## src/rtl/sound_scheduler.sv

```systemverilog
// ---------------------------------------------------------------------------
// sound_scheduler
//
// Latches single-cycle sound requests from game logic, picks one by fixed
// priority (victory > error > start > drop) and drives the game_sounds
// player. The player has no busy output and samples sound_type on every
// cycle of playback. This block therefore holds snd_type for a computed
// busy time: the playback length, a fixed margin and a silent guard gap.
//
// Parameters:
//   CLK_FREQ      system clock in Hz; long note = CLK_FREQ/10, short = /25
//   GAP_CYCLES    silent guard cycles appended after each sound
//   STROBE_CYCLES length of the low start strobe (>= 2)
//
// Ports:
//   clk          in   system clock, rising edge
//   rst          in   asynchronous, active-high reset
//   req_start    in   request pulse, sound type 00
//   req_drop     in   request pulse, sound type 01
//   req_error    in   request pulse, sound type 10
//   req_victory  in   request pulse, sound type 11
//   mute         in   level; while high, requests are discarded and
//                     pending requests are dropped
//   snd_start_n  out  active-low start strobe to the player
//   snd_type     out  sound select to the player, stable while busy
//   busy         out  high whenever a sound is being issued or played
//
// State table:
//   state     | meaning
//   ----------+-----------------------------------------------------------
//   ST_IDLE   | nothing in flight; issue the top-priority pending request
//   ST_STROBE | snd_start_n held low for STROBE_CYCLES cycles
//   ST_WAIT   | player running; wait out the rest of the busy time
// ---------------------------------------------------------------------------
module sound_scheduler #(
    parameter int CLK_FREQ      = 25_000_000,
    parameter int GAP_CYCLES    = 250_000,
    parameter int STROBE_CYCLES = 4
) (
    input  logic       clk,
    input  logic       rst,
    input  logic       req_start,
    input  logic       req_drop,
    input  logic       req_error,
    input  logic       req_victory,
    input  logic       mute,
    output logic       snd_start_n,
    output logic [1:0] snd_type,
    output logic       busy
);

    localparam logic [1:0] TYPE_START   = 2'b00;
    localparam logic [1:0] TYPE_DROP    = 2'b01;
    localparam logic [1:0] TYPE_ERROR   = 2'b10;
    localparam logic [1:0] TYPE_VICTORY = 2'b11;

    localparam int LONG_DUR  = CLK_FREQ / 10;
    localparam int SHORT_DUR = CLK_FREQ / 25;
    // Covers the player's input synchroniser and note-register latency.
    localparam int MARGIN    = 8;

    // Busy time from the first low strobe cycle to the first IDLE cycle.
    localparam int TOTAL_START   = 4  * (LONG_DUR  + 1) + MARGIN + GAP_CYCLES;
    localparam int TOTAL_DROP    = 2  * (SHORT_DUR + 1) + MARGIN + GAP_CYCLES;
    localparam int TOTAL_ERROR   = 2  * (LONG_DUR  + 1) + MARGIN + GAP_CYCLES;
    localparam int TOTAL_VICTORY = 13 * (LONG_DUR  + 1) + MARGIN + GAP_CYCLES;

    localparam int BUSY_W = $clog2(TOTAL_VICTORY + 1);
    localparam int STB_W  = (STROBE_CYCLES > 1) ? $clog2(STROBE_CYCLES) : 1;

    // The busy counter is loaded in the issue cycle and reaches zero in the
    // last busy cycle, hence the -1.
    localparam logic [BUSY_W-1:0] LOAD_START   = BUSY_W'(TOTAL_START - 1);
    localparam logic [BUSY_W-1:0] LOAD_DROP    = BUSY_W'(TOTAL_DROP - 1);
    localparam logic [BUSY_W-1:0] LOAD_ERROR   = BUSY_W'(TOTAL_ERROR - 1);
    localparam logic [BUSY_W-1:0] LOAD_VICTORY = BUSY_W'(TOTAL_VICTORY - 1);
    localparam logic [STB_W-1:0]  LOAD_STROBE  = STB_W'(STROBE_CYCLES - 1);

    typedef enum logic [1:0] {
        ST_IDLE   = 2'b00,
        ST_STROBE = 2'b01,
        ST_WAIT   = 2'b10
    } state_t;

    state_t              state;
    state_t              state_nxt;
    logic [3:0]          pending;
    logic [3:0]          pending_nxt;
    logic [3:0]          req;
    logic [3:0]          clear;
    logic [3:0]          absorb;
    logic                issue;
    logic [1:0]          sel_type;
    logic [BUSY_W-1:0]   busy_load;
    logic [BUSY_W-1:0]   busy_cnt;
    logic [STB_W-1:0]    strobe_cnt;

    // Pending bits are indexed by the sound_type encoding.
    assign req   = {req_victory, req_error, req_drop, req_start};
    assign issue = (state == ST_IDLE) && (pending != 4'b0000) && !mute;

    always_comb begin
        sel_type = TYPE_DROP;
        if (pending[TYPE_VICTORY]) begin
            sel_type = TYPE_VICTORY;
        end else if (pending[TYPE_ERROR]) begin
            sel_type = TYPE_ERROR;
        end else if (pending[TYPE_START]) begin
            sel_type = TYPE_START;
        end
    end

    always_comb begin
        busy_load = LOAD_DROP;
        case (sel_type)
            TYPE_START:   busy_load = LOAD_START;
            TYPE_DROP:    busy_load = LOAD_DROP;
            TYPE_ERROR:   busy_load = LOAD_ERROR;
            TYPE_VICTORY: busy_load = LOAD_VICTORY;
            default:      busy_load = LOAD_DROP;
        endcase
    end

    // Holding mute high clears every cycle, which covers the rising edge and
    // keeps pending empty for as long as requests are being discarded.
    // Start and victory make a queued drop stale, so it is discarded too.
    always_comb begin
        clear  = 4'b0000;
        absorb = 4'b0000;
        if (mute) begin
            clear = 4'b1111;
        end
        if (issue) begin
            clear[sel_type]  = 1'b1;
            absorb[sel_type] = 1'b1;
            if ((sel_type == TYPE_VICTORY) || (sel_type == TYPE_START)) begin
                clear[TYPE_DROP] = 1'b1;
            end
        end
    end

    assign pending_nxt = (pending & ~clear) | (req & ~{4{mute}} & ~absorb);

    // FSM: state register
    always_ff @(posedge clk or posedge rst) begin
        if (rst) begin
            state <= ST_IDLE;
        end else begin
            state <= state_nxt;
        end
    end

    // FSM: next-state logic
    always_comb begin
        state_nxt = state;
        case (state)
            ST_IDLE: begin
                if (issue) begin
                    state_nxt = ST_STROBE;
                end
            end
            ST_STROBE: begin
                if (strobe_cnt == '0) begin
                    state_nxt = ST_WAIT;
                end
            end
            ST_WAIT: begin
                if (busy_cnt == '0) begin
                    state_nxt = ST_IDLE;
                end
            end
            default: state_nxt = ST_IDLE;
        endcase
    end

    // FSM: outputs. ST_STROBE is the only encoding with bit 0 set, so the
    // strobe decodes from a single flop and cannot glitch.
    always_comb begin
        snd_start_n = (state != ST_STROBE);
        busy        = (state != ST_IDLE);
    end

    // Pending register, counters and the held sound select.
    always_ff @(posedge clk or posedge rst) begin
        if (rst) begin
            pending    <= 4'b0000;
            strobe_cnt <= '0;
            busy_cnt   <= '0;
            snd_type   <= TYPE_START;
        end else begin
            pending <= pending_nxt;
            if (issue) begin
                snd_type   <= sel_type;
                strobe_cnt <= LOAD_STROBE;
                busy_cnt   <= busy_load;
            end else begin
                if ((state == ST_STROBE) && (strobe_cnt != '0)) begin
                    strobe_cnt <= strobe_cnt - 1'b1;
                end
                if ((state != ST_IDLE) && (busy_cnt != '0)) begin
                    busy_cnt <= busy_cnt - 1'b1;
                end
            end
        end
    end

endmodule

```

## config.mk

```make
export PLATFORM = sky130hd
export DESIGN_NAME = sound_scheduler
export DESIGN_NICKNAME = d
export VERILOG_FILES = /design/src/rtl/sound_scheduler.sv
export SDC_FILE = /design/constraint.sdc
export NUM_CORES = 1
export LEC_CHECK = 0
export ABC_AREA = 1
export BUFFER_PORTS_ARGS = -buffer_cell sky130_fd_sc_hd__buf_2
export CORE_ASPECT_RATIO = 0.8
export CORE_UTILIZATION = 45
export CTS_CLUSTER_DIAMETER = 80
export CTS_CLUSTER_SIZE = 20
export DETAILED_ROUTE_END_ITERATION = 10
export GPL_ROUTABILITY_DRIVEN = 0
export REMOVE_ABC_BUFFERS = 1
export SLEW_MARGIN = 30
export SYNTH_ARGS = -nofsm -noshare
export SYNTH_HDL_FRONTEND = slang
export SYNTH_SLANG_ARGS = --single-unit
```

## constraint.sdc

```tcl
create_clock -name clk -period 5.1 [get_ports clk]
set_clock_uncertainty 0.15 [all_clocks]
set_input_delay 0 -clock clk [delete_from_list [all_inputs] [get_ports clk]]
set_output_delay 0 -clock clk [all_outputs]
set_load 0.1 [all_outputs]
```

==> qor.csv <==
metric,value,unit
run_status,finished clean,
ys_seq_elements,35,
ys.warnings.count,0,
crit_fanout,30,
rsz0062_at_grt,false,
r2r_cells,7,
r2r-end,pending[3],
path_class,flop to flop,
power_frac_comb,4.8,%
cp-end-kind,flop,
synth-async-reset-ratio,100,%
finalHoldViolations,0,
nNetsFinal,390,
slew_headroom,53.3,%
syn_area_per_cell,6.96,um^2
dieArea,5800,um^2
clockBufferDepth,2,
drt_first_pass_iters,4,
clk_latency,0.30,ns
synthCells,355,
total_power,535,uW
hold_path.class,input port to asynchronous set/reset pin,
io_pins,11,
crit-reg2reg-launch,state[1],
finalMaxSlewViolations,0,
drt_iter0_drc,102,
worst_pin_slew,0.700,ns
stdcell_area,2720,um^2
synth-edff-count,0,
grt_overflow,0,
core-area,5150,um^2
synthTopCellsByCount,"109 x nand2_1, 53 x nor2_1, 44 x inv_1",
areaGrowthSynthToFinish,10.1,%
fin_crit,2.80,ns
ant_nets,0,
cts_tree,done,
max_freq,357,MHz
grt_pass1_wl,9.60,mm
grt_max_degree,36,
r2r_slack,2.30,ns
fin_util,52.9,%
synth_area_leader_cell,dfrtp_1,
cts_resized,0,
power.share.sequential,52.5,%
hpwl,3.92,mm
grt_pass1_vias,2017,
synth_area_leaders,"dfrtp_1 35%, nand2_1 17%, nor2_1 8.0%",
synthFlopType,dfrtp_1,
post-route-period-util,54.9,%
maxCapViolCount,0,
switching_share,22.6,%
p_per_area,197,nW/um^2
worstPathArrival,2.84,ns
antenna_cells,0,
routed_wl,5.53,mm
fin_setup_tns,0,ns
cts_inserted_buffers,5,
synth_most_common_cell,nand2_1,
clkPwrFrac,42.7,%
post_drt_wl_per_cell,12.6,um
vdd_drop_max,0.0000972,V
dpl_cell_area,2530,um^2
hold_ws,0.195,ns
core.rowCount,23,
grt.total_usage,21.7,%
p_int,414,uW
cts_root_buffer,clkbuf_8,
cts.sink_count,35,
seq_area_frac_synth,35.4,%
htree_levels,2,
synth_top_area_share,35.4,%
p_sw,121,uW
die_w,84.9,um
drive_above_1_share,16.0,%
detail_route.vias_per_cell,4.95,
crit_path_start_kind,flop,
netlist_area,2470,um^2
antenna_found_initial,0,
p_leak,1.42,nW
setup_viol,0,
fp.dieH,68.3,um
cts.reportedPaths.clkPinSlew,0.08,ns
drc,0,
num-fill-cells,495,
numPortBuffers,10,
via_count,2167,
synth_cell_types,28,
start_util,48.0,%
required,5.14,ns
## sequential cells by signal (all words and copies together), names as in the netlist
signal,count
busy_cnt,25
pending,4
snd_type,2
state,2
strobe_cnt,2
## worst max path at each step
stage | start | end | slack [ns] | cells after the start
floorplan | state[0] | busy_cnt[14] | 2.97 | 7
global placement | state[1] | busy_cnt[14] | 2.64 | 6
detailed placement | state[1] | busy_cnt[10] | 2.58 | 6
CTS | state[1] | pending[3] | 2.32 | 7
global route | state[1] | pending[3] | 2.17 | 7
finish | state[1] | pending[3] | 2.30 | 7
## cell families after synthesis
logic type | after synthesis | synth area share (%)
compound gates | 28 | 7.89
xor+xnor | 3 | 1.06
fa+ha+maj | 8 | 4.05
simple gates | 228 | 41.5
flops | 35 | 35.4
buf+inv | 53 | 10.1
## per-layer routing
| layer | vias to the layer above | track usage (%) | wire length (um) |
|---|---|---|---|
| met4 | 0 | 5.72 | 51 |
| met1 | 978 | 29.8 | 2850 |
| met3 | 6 | 4.34 | 254 |
| li1 | 1142 | - | - |
| met5 | - | 0 | 0 |
| met2 | 41 | 35.4 | 2370 |
## stage by stage
| stage | worst slack (ns) | instances |
|---|---|---|
| after floorplan | 2.97 | 348 |
| after global placement | 2.64 | 421 |
| after detailed placement | 2.58 | 421 |
| after CTS | 2.32 | 438 |
| after global routing | 2.17 | 438 |
| final | 2.30 | 438 |
## critical path: stages (launching register included)
cell and delay, ns:
dfrtp_1 0.39, nor2_2 0.17, nand3_2 0.57, inv_2 0.42, nand2_1 0.22, o211ai_1 0.14
dlygate4sd3_1 0.58, inv_1 0.05
## power groups by stage
stage                     Sequential, mW  Combinational, mW  Clock [mW]
after floorplan                    0.286             0.0131           0
after global placement             0.287             0.0197           0
after detailed placement           0.287             0.0201           0
after CTS                          0.281             0.0260       0.234
after global routing               0.281             0.0297       0.244
final                              0.281             0.0256       0.229
## area by class of cell
cell class,instances,area [um^2],area share [%]
inverters,46,174,6.39
flip-flops and latches,35,876,32.2
repair buffers,20,148,5.42
multi-input cells,267,1350,49.5
well taps,62,77.6,2.85
clock buffers,8,100,3.68
## cells in the final DEF (no fill, tap or decap), drive strengths merged
cell type    netlist  routed
ha                 8       8
nand3             29      29
dfrtp             35      35
xor2               2       2
nor2              72      72
inv               45      45
buf                7      11
o21ai             20      20
clkinv             1       1
dlygate4sd3        0       9
a22oi              1       1
a21oi              3       3
nand2            116     116
clkbuf             0       8
or2                1       1
nand3b             1       1
nand4              9       9
o211ai             4       4
xnor2              1       1
## what timing repair did
action | CTS | global route
endpoints found under the hold margin | 39 | 0
setup buffers | 0 | 0
hold buffers | 9 | 0
Power figures use the tool's default switching activity.
